[src/rtl/cpu_ctrl_fsm.sv]
// -----------------------------------------------------------------------------
// cpu_ctrl_fsm
//
// Multi-cycle control state machine for the 16-bit RISC datapath. Each state
// lasts one clock and owns every select and load enable of the datapath:
// register-file read mux, write-back mux, A/B/C/status/IR/PC/address register
// enables and the memory command.
//
// Ports
//   clk        rising-edge clock for all state
//   reset_n    asynchronous active-low reset (forces RST and its outputs)
//   opcode     IR[15:13]
//   op         IR[12:11]
//   nsel       one-hot register select   001=Rn 010=Rd 100=Rm
//   vsel       one-hot write-back select 0001=C 0010=PC 0100=sximm8 1000=mdata
//   write      register-file write enable
//   loada/b/c  A/B/C register enables
//   loads      status register enable
//   asel       1 forces ALU A input to 0
//   bsel       1 selects sximm5 for ALU B input
//   load_ir    instruction register enable
//   load_pc    program counter enable
//   reset_pc   selects 0 as next PC value
//   load_addr  data address register enable
//   addr_sel   1 selects PC as the memory address
//   mem_cmd    00=NONE 01=READ 10=WRITE
//   halted     high in the HALT state
//
// The outputs are a Moore function of the state. They are held in a register
// that is loaded with the decode of the *next* state on the same edge that
// loads the state register, so the registered outputs always match the
// current state with no extra cycle of latency. Both registers share the
// asynchronous reset, so write/mem_cmd/enables drop the moment reset_n falls.
// -----------------------------------------------------------------------------
module cpu_ctrl_fsm (
    input  logic       clk,
    input  logic       reset_n,
    input  logic [2:0] opcode,
    input  logic [1:0] op,
    output logic [2:0] nsel,
    output logic [3:0] vsel,
    output logic       write,
    output logic       loada,
    output logic       loadb,
    output logic       loadc,
    output logic       loads,
    output logic       asel,
    output logic       bsel,
    output logic       load_ir,
    output logic       load_pc,
    output logic       reset_pc,
    output logic       load_addr,
    output logic       addr_sel,
    output logic [1:0] mem_cmd,
    output logic       halted
);

    // -------------------------------------------------------------------------
    // Encodings
    // -------------------------------------------------------------------------
    typedef enum logic [4:0] {
        S_RST  = 5'd0,
        S_IF1  = 5'd1,
        S_IF2  = 5'd2,
        S_UPC  = 5'd3,
        S_DEC  = 5'd4,
        S_WIMM = 5'd5,
        S_GA   = 5'd6,
        S_GB   = 5'd7,
        S_ALUM = 5'd8,
        S_ALU  = 5'd9,
        S_CMPS = 5'd10,
        S_WRD  = 5'd11,
        S_ADDR = 5'd12,
        S_LA   = 5'd13,
        S_MRD  = 5'd14,
        S_WMEM = 5'd15,
        S_GBD  = 5'd16,
        S_PASS = 5'd17,
        S_MWR  = 5'd18,
        S_HALT = 5'd19
    } state_e;

    localparam logic [1:0] MEM_NONE  = 2'b00;
    localparam logic [1:0] MEM_READ  = 2'b01;
    localparam logic [1:0] MEM_WRITE = 2'b10;

    localparam logic [2:0] NSEL_RN = 3'b001;
    localparam logic [2:0] NSEL_RD = 3'b010;
    localparam logic [2:0] NSEL_RM = 3'b100;

    localparam logic [3:0] VSEL_C     = 4'b0001;
    localparam logic [3:0] VSEL_IMM8  = 4'b0100;
    localparam logic [3:0] VSEL_MDATA = 4'b1000;

    // {opcode, op} instruction codes
    localparam logic [4:0] I_MOVI = 5'b110_10;
    localparam logic [4:0] I_MOV  = 5'b110_00;
    localparam logic [4:0] I_ADD  = 5'b101_00;
    localparam logic [4:0] I_CMP  = 5'b101_01;
    localparam logic [4:0] I_AND  = 5'b101_10;
    localparam logic [4:0] I_MVN  = 5'b101_11;
    localparam logic [4:0] I_LDR  = 5'b011_00;
    localparam logic [4:0] I_STR  = 5'b100_00;

    typedef struct packed {
        logic [2:0] nsel;
        logic [3:0] vsel;
        logic       write;
        logic       loada;
        logic       loadb;
        logic       loadc;
        logic       loads;
        logic       asel;
        logic       bsel;
        logic       load_ir;
        logic       load_pc;
        logic       reset_pc;
        logic       load_addr;
        logic       addr_sel;
        logic [1:0] mem_cmd;
        logic       halted;
    } ctrl_t;

    // -------------------------------------------------------------------------
    // Output decode for a given state. Every state starts from the safe
    // defaults (Rn, C, no memory command, all enables off) so the selects are
    // always one-hot and nothing is enabled unless a state asks for it.
    // -------------------------------------------------------------------------
    function automatic ctrl_t ctrl_for(input state_e s);
        ctrl_t c;
        c         = '0;
        c.nsel    = NSEL_RN;
        c.vsel    = VSEL_C;
        c.mem_cmd = MEM_NONE;
        case (s)
            S_RST: begin
                c.reset_pc = 1'b1;
                c.load_pc  = 1'b1;
            end
            S_IF1: begin
                c.addr_sel = 1'b1;
                c.mem_cmd  = MEM_READ;
            end
            S_IF2: begin
                c.addr_sel = 1'b1;
                c.mem_cmd  = MEM_READ;
                c.load_ir  = 1'b1;
            end
            S_UPC: begin
                c.load_pc = 1'b1;
            end
            S_DEC: begin
                c.halted = 1'b0;
            end
            S_WIMM: begin
                c.nsel  = NSEL_RN;
                c.vsel  = VSEL_IMM8;
                c.write = 1'b1;
            end
            S_GA: begin
                c.nsel  = NSEL_RN;
                c.loada = 1'b1;
            end
            S_GB: begin
                c.nsel  = NSEL_RM;
                c.loadb = 1'b1;
            end
            S_ALUM: begin
                c.asel  = 1'b1;
                c.loadc = 1'b1;
            end
            S_ALU: begin
                c.loadc = 1'b1;
            end
            S_CMPS: begin
                c.loads = 1'b1;
            end
            S_WRD: begin
                c.nsel  = NSEL_RD;
                c.vsel  = VSEL_C;
                c.write = 1'b1;
            end
            S_ADDR: begin
                c.bsel  = 1'b1;
                c.loadc = 1'b1;
            end
            S_LA: begin
                c.load_addr = 1'b1;
            end
            S_MRD: begin
                c.mem_cmd = MEM_READ;
            end
            S_WMEM: begin
                c.mem_cmd = MEM_READ;
                c.nsel    = NSEL_RD;
                c.vsel    = VSEL_MDATA;
                c.write   = 1'b1;
            end
            S_GBD: begin
                c.nsel  = NSEL_RD;
                c.loadb = 1'b1;
            end
            S_PASS: begin
                c.asel  = 1'b1;
                c.loadc = 1'b1;
            end
            S_MWR: begin
                c.mem_cmd = MEM_WRITE;
            end
            S_HALT: begin
                c.halted = 1'b1;
            end
            default: begin
                c.halted = 1'b0;
            end
        endcase
        return c;
    endfunction

    // -------------------------------------------------------------------------
    // State and output registers
    // -------------------------------------------------------------------------
    state_e     state_q;
    state_e     state_d;
    ctrl_t      ctrl_q;
    ctrl_t      ctrl_d;
    logic [4:0] instr_s;

    assign instr_s = {opcode, op};

    // Next-state logic; the IR is only consulted from DEC onward.
    always_comb begin
        state_d = state_q;
        case (state_q)
            S_RST:  state_d = S_IF1;
            S_IF1:  state_d = S_IF2;
            S_IF2:  state_d = S_UPC;
            S_UPC:  state_d = S_DEC;
            S_DEC: begin
                casez (instr_s)
                    I_MOVI:   state_d = S_WIMM;
                    I_MOV:    state_d = S_GB;
                    I_ADD:    state_d = S_GA;
                    I_CMP:    state_d = S_GA;
                    I_AND:    state_d = S_GA;
                    I_MVN:    state_d = S_GB;
                    I_LDR:    state_d = S_GA;
                    I_STR:    state_d = S_GA;
                    5'b111??: state_d = S_HALT;
                    default:  state_d = S_IF1;
                endcase
            end
            S_WIMM: state_d = S_IF1;
            S_GA: begin
                // Memory instructions compute Rn+sximm5; ALU ops fetch Rm next
                if ((instr_s == I_LDR) || (instr_s == I_STR)) begin
                    state_d = S_ADDR;
                end else begin
                    state_d = S_GB;
                end
            end
            S_GB: begin
                if ((instr_s == I_MOV) || (instr_s == I_MVN)) begin
                    state_d = S_ALUM;
                end else if (instr_s == I_CMP) begin
                    state_d = S_CMPS;
                end else begin
                    state_d = S_ALU;
                end
            end
            S_ALUM: state_d = S_WRD;
            S_ALU:  state_d = S_WRD;
            S_CMPS: state_d = S_IF1;
            S_WRD:  state_d = S_IF1;
            S_ADDR: state_d = S_LA;
            S_LA: begin
                if (instr_s == I_LDR) begin
                    state_d = S_MRD;
                end else begin
                    state_d = S_GBD;
                end
            end
            S_MRD:  state_d = S_WMEM;
            S_WMEM: state_d = S_IF1;
            S_GBD:  state_d = S_PASS;
            S_PASS: state_d = S_MWR;
            S_MWR:  state_d = S_IF1;
            S_HALT: state_d = S_HALT;
            default: state_d = S_RST;
        endcase
    end

    // Outputs for the state being entered, registered alongside it.
    always_comb begin
        ctrl_d = ctrl_for(state_d);
    end

    // State machine register with registered Moore outputs.
    always_ff @(posedge clk or negedge reset_n) begin
        if (!reset_n) begin
            state_q <= S_RST;
            ctrl_q  <= ctrl_for(S_RST);
        end else begin
            state_q <= state_d;
            ctrl_q  <= ctrl_d;
        end
    end

    assign nsel      = ctrl_q.nsel;
    assign vsel      = ctrl_q.vsel;
    assign write     = ctrl_q.write;
    assign loada     = ctrl_q.loada;
    assign loadb     = ctrl_q.loadb;
    assign loadc     = ctrl_q.loadc;
    assign loads     = ctrl_q.loads;
    assign asel      = ctrl_q.asel;
    assign bsel      = ctrl_q.bsel;
    assign load_ir   = ctrl_q.load_ir;
    assign load_pc   = ctrl_q.load_pc;
    assign reset_pc  = ctrl_q.reset_pc;
    assign load_addr = ctrl_q.load_addr;
    assign addr_sel  = ctrl_q.addr_sel;
    assign mem_cmd   = ctrl_q.mem_cmd;
    assign halted    = ctrl_q.halted;

endmodule

[config.mk]
export PLATFORM = sky130hd
export DESIGN_NAME = cpu_ctrl_fsm
export DESIGN_NICKNAME = d
export VERILOG_FILES = /design/src/rtl/cpu_ctrl_fsm.sv
export SDC_FILE = /design/constraint.sdc
export NUM_CORES = 1
export LEC_CHECK = 0
export CAP_MARGIN = 0
export CORE_MARGIN = 3
export CORE_UTILIZATION = 35
export CTS_BUF_LIST = sky130_fd_sc_hd__clkbuf_4 sky130_fd_sc_hd__clkbuf_8 sky130_fd_sc_hd__clkbuf_16
export CTS_CLUSTER_SIZE = 28
export DETAILED_ROUTE_END_ITERATION = 6
export PLACE_DENSITY_LB_ADDON = 0.05
export SLEW_MARGIN = 20
export SYNTH_ARGS = -nofsm -noshare
export SYNTH_HDL_FRONTEND = slang
export SYNTH_SLANG_ARGS = --single-unit
[constraint.sdc]
create_clock -name clk -period 5.9 [get_ports clk]
set_clock_uncertainty 0.15 [all_clocks]
set_input_delay 0.885 -clock clk [delete_from_list [all_inputs] [get_ports clk]]
set_output_delay 0.885 -clock clk [all_outputs]
set_load 0.02 [all_outputs]
==> impl_metrics.tcl <==
set metrics [dict create \
    r2r_cells 6 \
    nets 181 \
    dp_hpwl_um 2425 \
    clock-sinks 26 \
    cts_buffers 3 \
    grtUsageTotal_pct 14.05 \
    synth_top_cell_by_area "dfrtp_1" \
    synth_cell_types 54 \
    syn_avg_cell_area_sq_um 9.380 \
    fin_setup_tns_ns 0 \
    synth_flop_cell "dfrtp_1" \
    path_class "in2reg" \
    max_freq_ghz 0.3052 \
    synthTopCellsByCount "dfrtp_1, nor2_1, clkbuf_1" \
    power.density_nw_per_um2 510.9 \
    first_iter_violations 111 \
    p_leak_nw 0.7034 \
    tritoncts "yes" \
    setup-violations-final 0 \
    drv_cap 0 \
    grt_pass1_vias 1129 \
    antennaDiodeCount 0 \
    syn-cell-area_sq_um 1454 \
    async_flop_share_pct 100.0 \
    ctsResizeCount 0 \
    syn_nets 162 \
    critPathTopFamily "compound AO/OA/AOI/OAI gates" \
    worstReg2RegStart "state_q[1]" \
    postLayoutCoreUtil_pct 46.37 \
    crit_start "opcode[2]" \
    hold_depth 2 \
    root_buffer "clkbuf_8" \
    rrSetupSlack_ns 3.30 \
    placed_area_sq_um 1733 \
    cp-end-kind "register" \
    vdd_drop_max_uv 293.8 \
    cp_data_required_time_ns 5.89 \
    worstHoldEndpoint "reset_pc" \
    rsz0062_at_grt "false" \
    grt_overflow_total 0 \
    gp_congestion 0.9182 \
    yosys_warnings 0 \
    slew_headroom_pct 48.27 \
    worst_pin_slew_ns 0.7564 \
    min_period_ns 3.277 \
    cts_max_level 1 \
    clkTransAtPathRegs_ns 0.08 \
    arrival_ns 3.26 \
    fp.coreArea_sq_um 3826 \
    drc 0 \
    r2r-end "vsel[0]" \
    routedWlPerCell_um 15.19 \
    crit_path_start_kind "input pin" \
    hold_buffers 0 \
    wirelength_um 3341 \
    holdWs_ns 0.6518 \
    path_buf_inv 2 \
    die_y_um 70.45 \
    grt_antenna_before_repair 0 \
    finalInstanceArea_sq_um 1774 \
    firstDrtPassIters 4 \
    grt_max_degree 27 \
    die_w_um 70.45 \
    vias_per_cell 5.573 \
    clk-insertion-delay-late_ns 0.26 \
    postRouteAntennaNets 0 \
    hp-start "state_q[4]" \
    drive_above_1_share_pct 10.47 \
    cts_setup_buffers 0 \
    yosys-top-cells-area "dfrtp_1, dfstp_2, nor2_1, clkbuf_1, nand3b_1" \
    min_period_over_period_pct 55.54 \
    status "finished clean" \
    crit_fanout 10 \
    cts_buffer_depth 2 \
    syn2layout_area_growth_pct 22.03 \
    hold_class "reg2reg" \
    synth_edf_count 0 \
    critPathSlowestCell "clkdlybuf4s50_1" \
    hold_viol 0 \
    drv_slew 0 \
    path_cells "clkdlybuf4s50_1, or3b_1, a211o_1, a22o_1, a2111oi_4, inv_2, nand3_2, o22ai_1" \
    ys_seq_area_share_pct 45.09 \
    io_pins 29 \
    cpPeakStageDelay_ns 0.62 \
    io_buffers 27 \
    vias 1226 \
    syn_inst 155 \
    initial_core_util_pct 38.00 \
    synth_top_area_share_pct 37.87 \
    synth.most_common_cell "dfrtp_1" \
    ys_ff_latch 26 \
    rows 22 \
    die_area_sq_um 4963 \
    grt_pass1_wl_um 5692 \
]
power by group:
group | total, mW | switching (mW) | internal, mW | leakage [nW]
Clock | 0.0961 | 0.0505 | 0.0457 | 0.0216
Combinational | 0.495 | 0.285 | 0.210 | 0.344
Sequential | 0.315 | 0.0747 | 0.240 | 0.338
Total | 0.906 | 0.411 | 0.496 | 0.703
worst max path at each step:
stage              end  cells past startpoint
3_3_place_gp   vsel[0]                      7
6_report         loadb                      8
2_1_floorplan    loadb                      8
3_5_place_dp     loadb                      8
5_1_grt        vsel[0]                      7
4_1_cts          loadb                      8
metrics by stage:
| step | worst slack, ns | total power [mW] | cells |
|---|---|---|---|
| 2_1_floorplan | 2.955 | 0.6640 | 155 |
| 5_1_grt | 2.452 | 0.9814 | 220 |
| 3_3_place_gp | 2.395 | 0.8200 | 217 |
| 3_5_place_dp | 2.360 | 0.8160 | 217 |
| 6_report | 2.623 | 0.9064 | 220 |
| 4_1_cts | 2.641 | 0.9144 | 220 |
per-layer routing:
layer  global-route usage [%]  share of wire, %  vias up
li1                         -                 -      596
met1                    21.25                46      580
met2                    20.06                46       46
met3                    2.878               6.8        4
met4                    3.830               1.1        0
met5                        0                 0        -
cells in the final DEF, fill, tap and decap left out, drive strengths merged, types with 3 or more instances in the layout:
master	instances
or2	3
nand3	3
o21ai	11
nand3b	5
a21oi	3
inv	7
dfstp	4
clkbuf	3
nor2b	5
nor2	18
nor3	3
clkdlybuf4s50	27
dfrtp	22
nand2	9
nand4b	4
and3b	3
a31oi	4
flip-flops by register name, summed over array words and instances (netlist names), 2 cells and up:
register and cells:
vsel 3, mem_cmd 2, state_q 5, nsel 3
cell families (layout without fill, tap and decap cells):
group,count (synthesis),in the layout,share of synthesized area [%]
mux,1,1,0.6885
compound gates,40,40,21.17
buf+inv,21,38,5.852
flops,26,26,45.09
other cells,1,1,0.2579
simple gates,66,66,26.94
tightest hold or removal path, cell delays in order, from the launching register on:
cell and delay [ns]:
dfrtp_1 0.55, o21ai_0 0.19, inv_1 0.06
layout make-up:
| class | instances | area [sq um] |
|---|---|---|
| well taps | 48 | 60.06 |
| fillers | 368 | 2052 |
| inverters | 7 | 26.28 |
| repair buffers | 28 | 277.8 |
| flip-flops and latches | 26 | 655.6 |
| clock buffers | 3 | 41.29 |
| multi-input cells | 108 | 713.2 |
(Power assumes the default switching activity.)
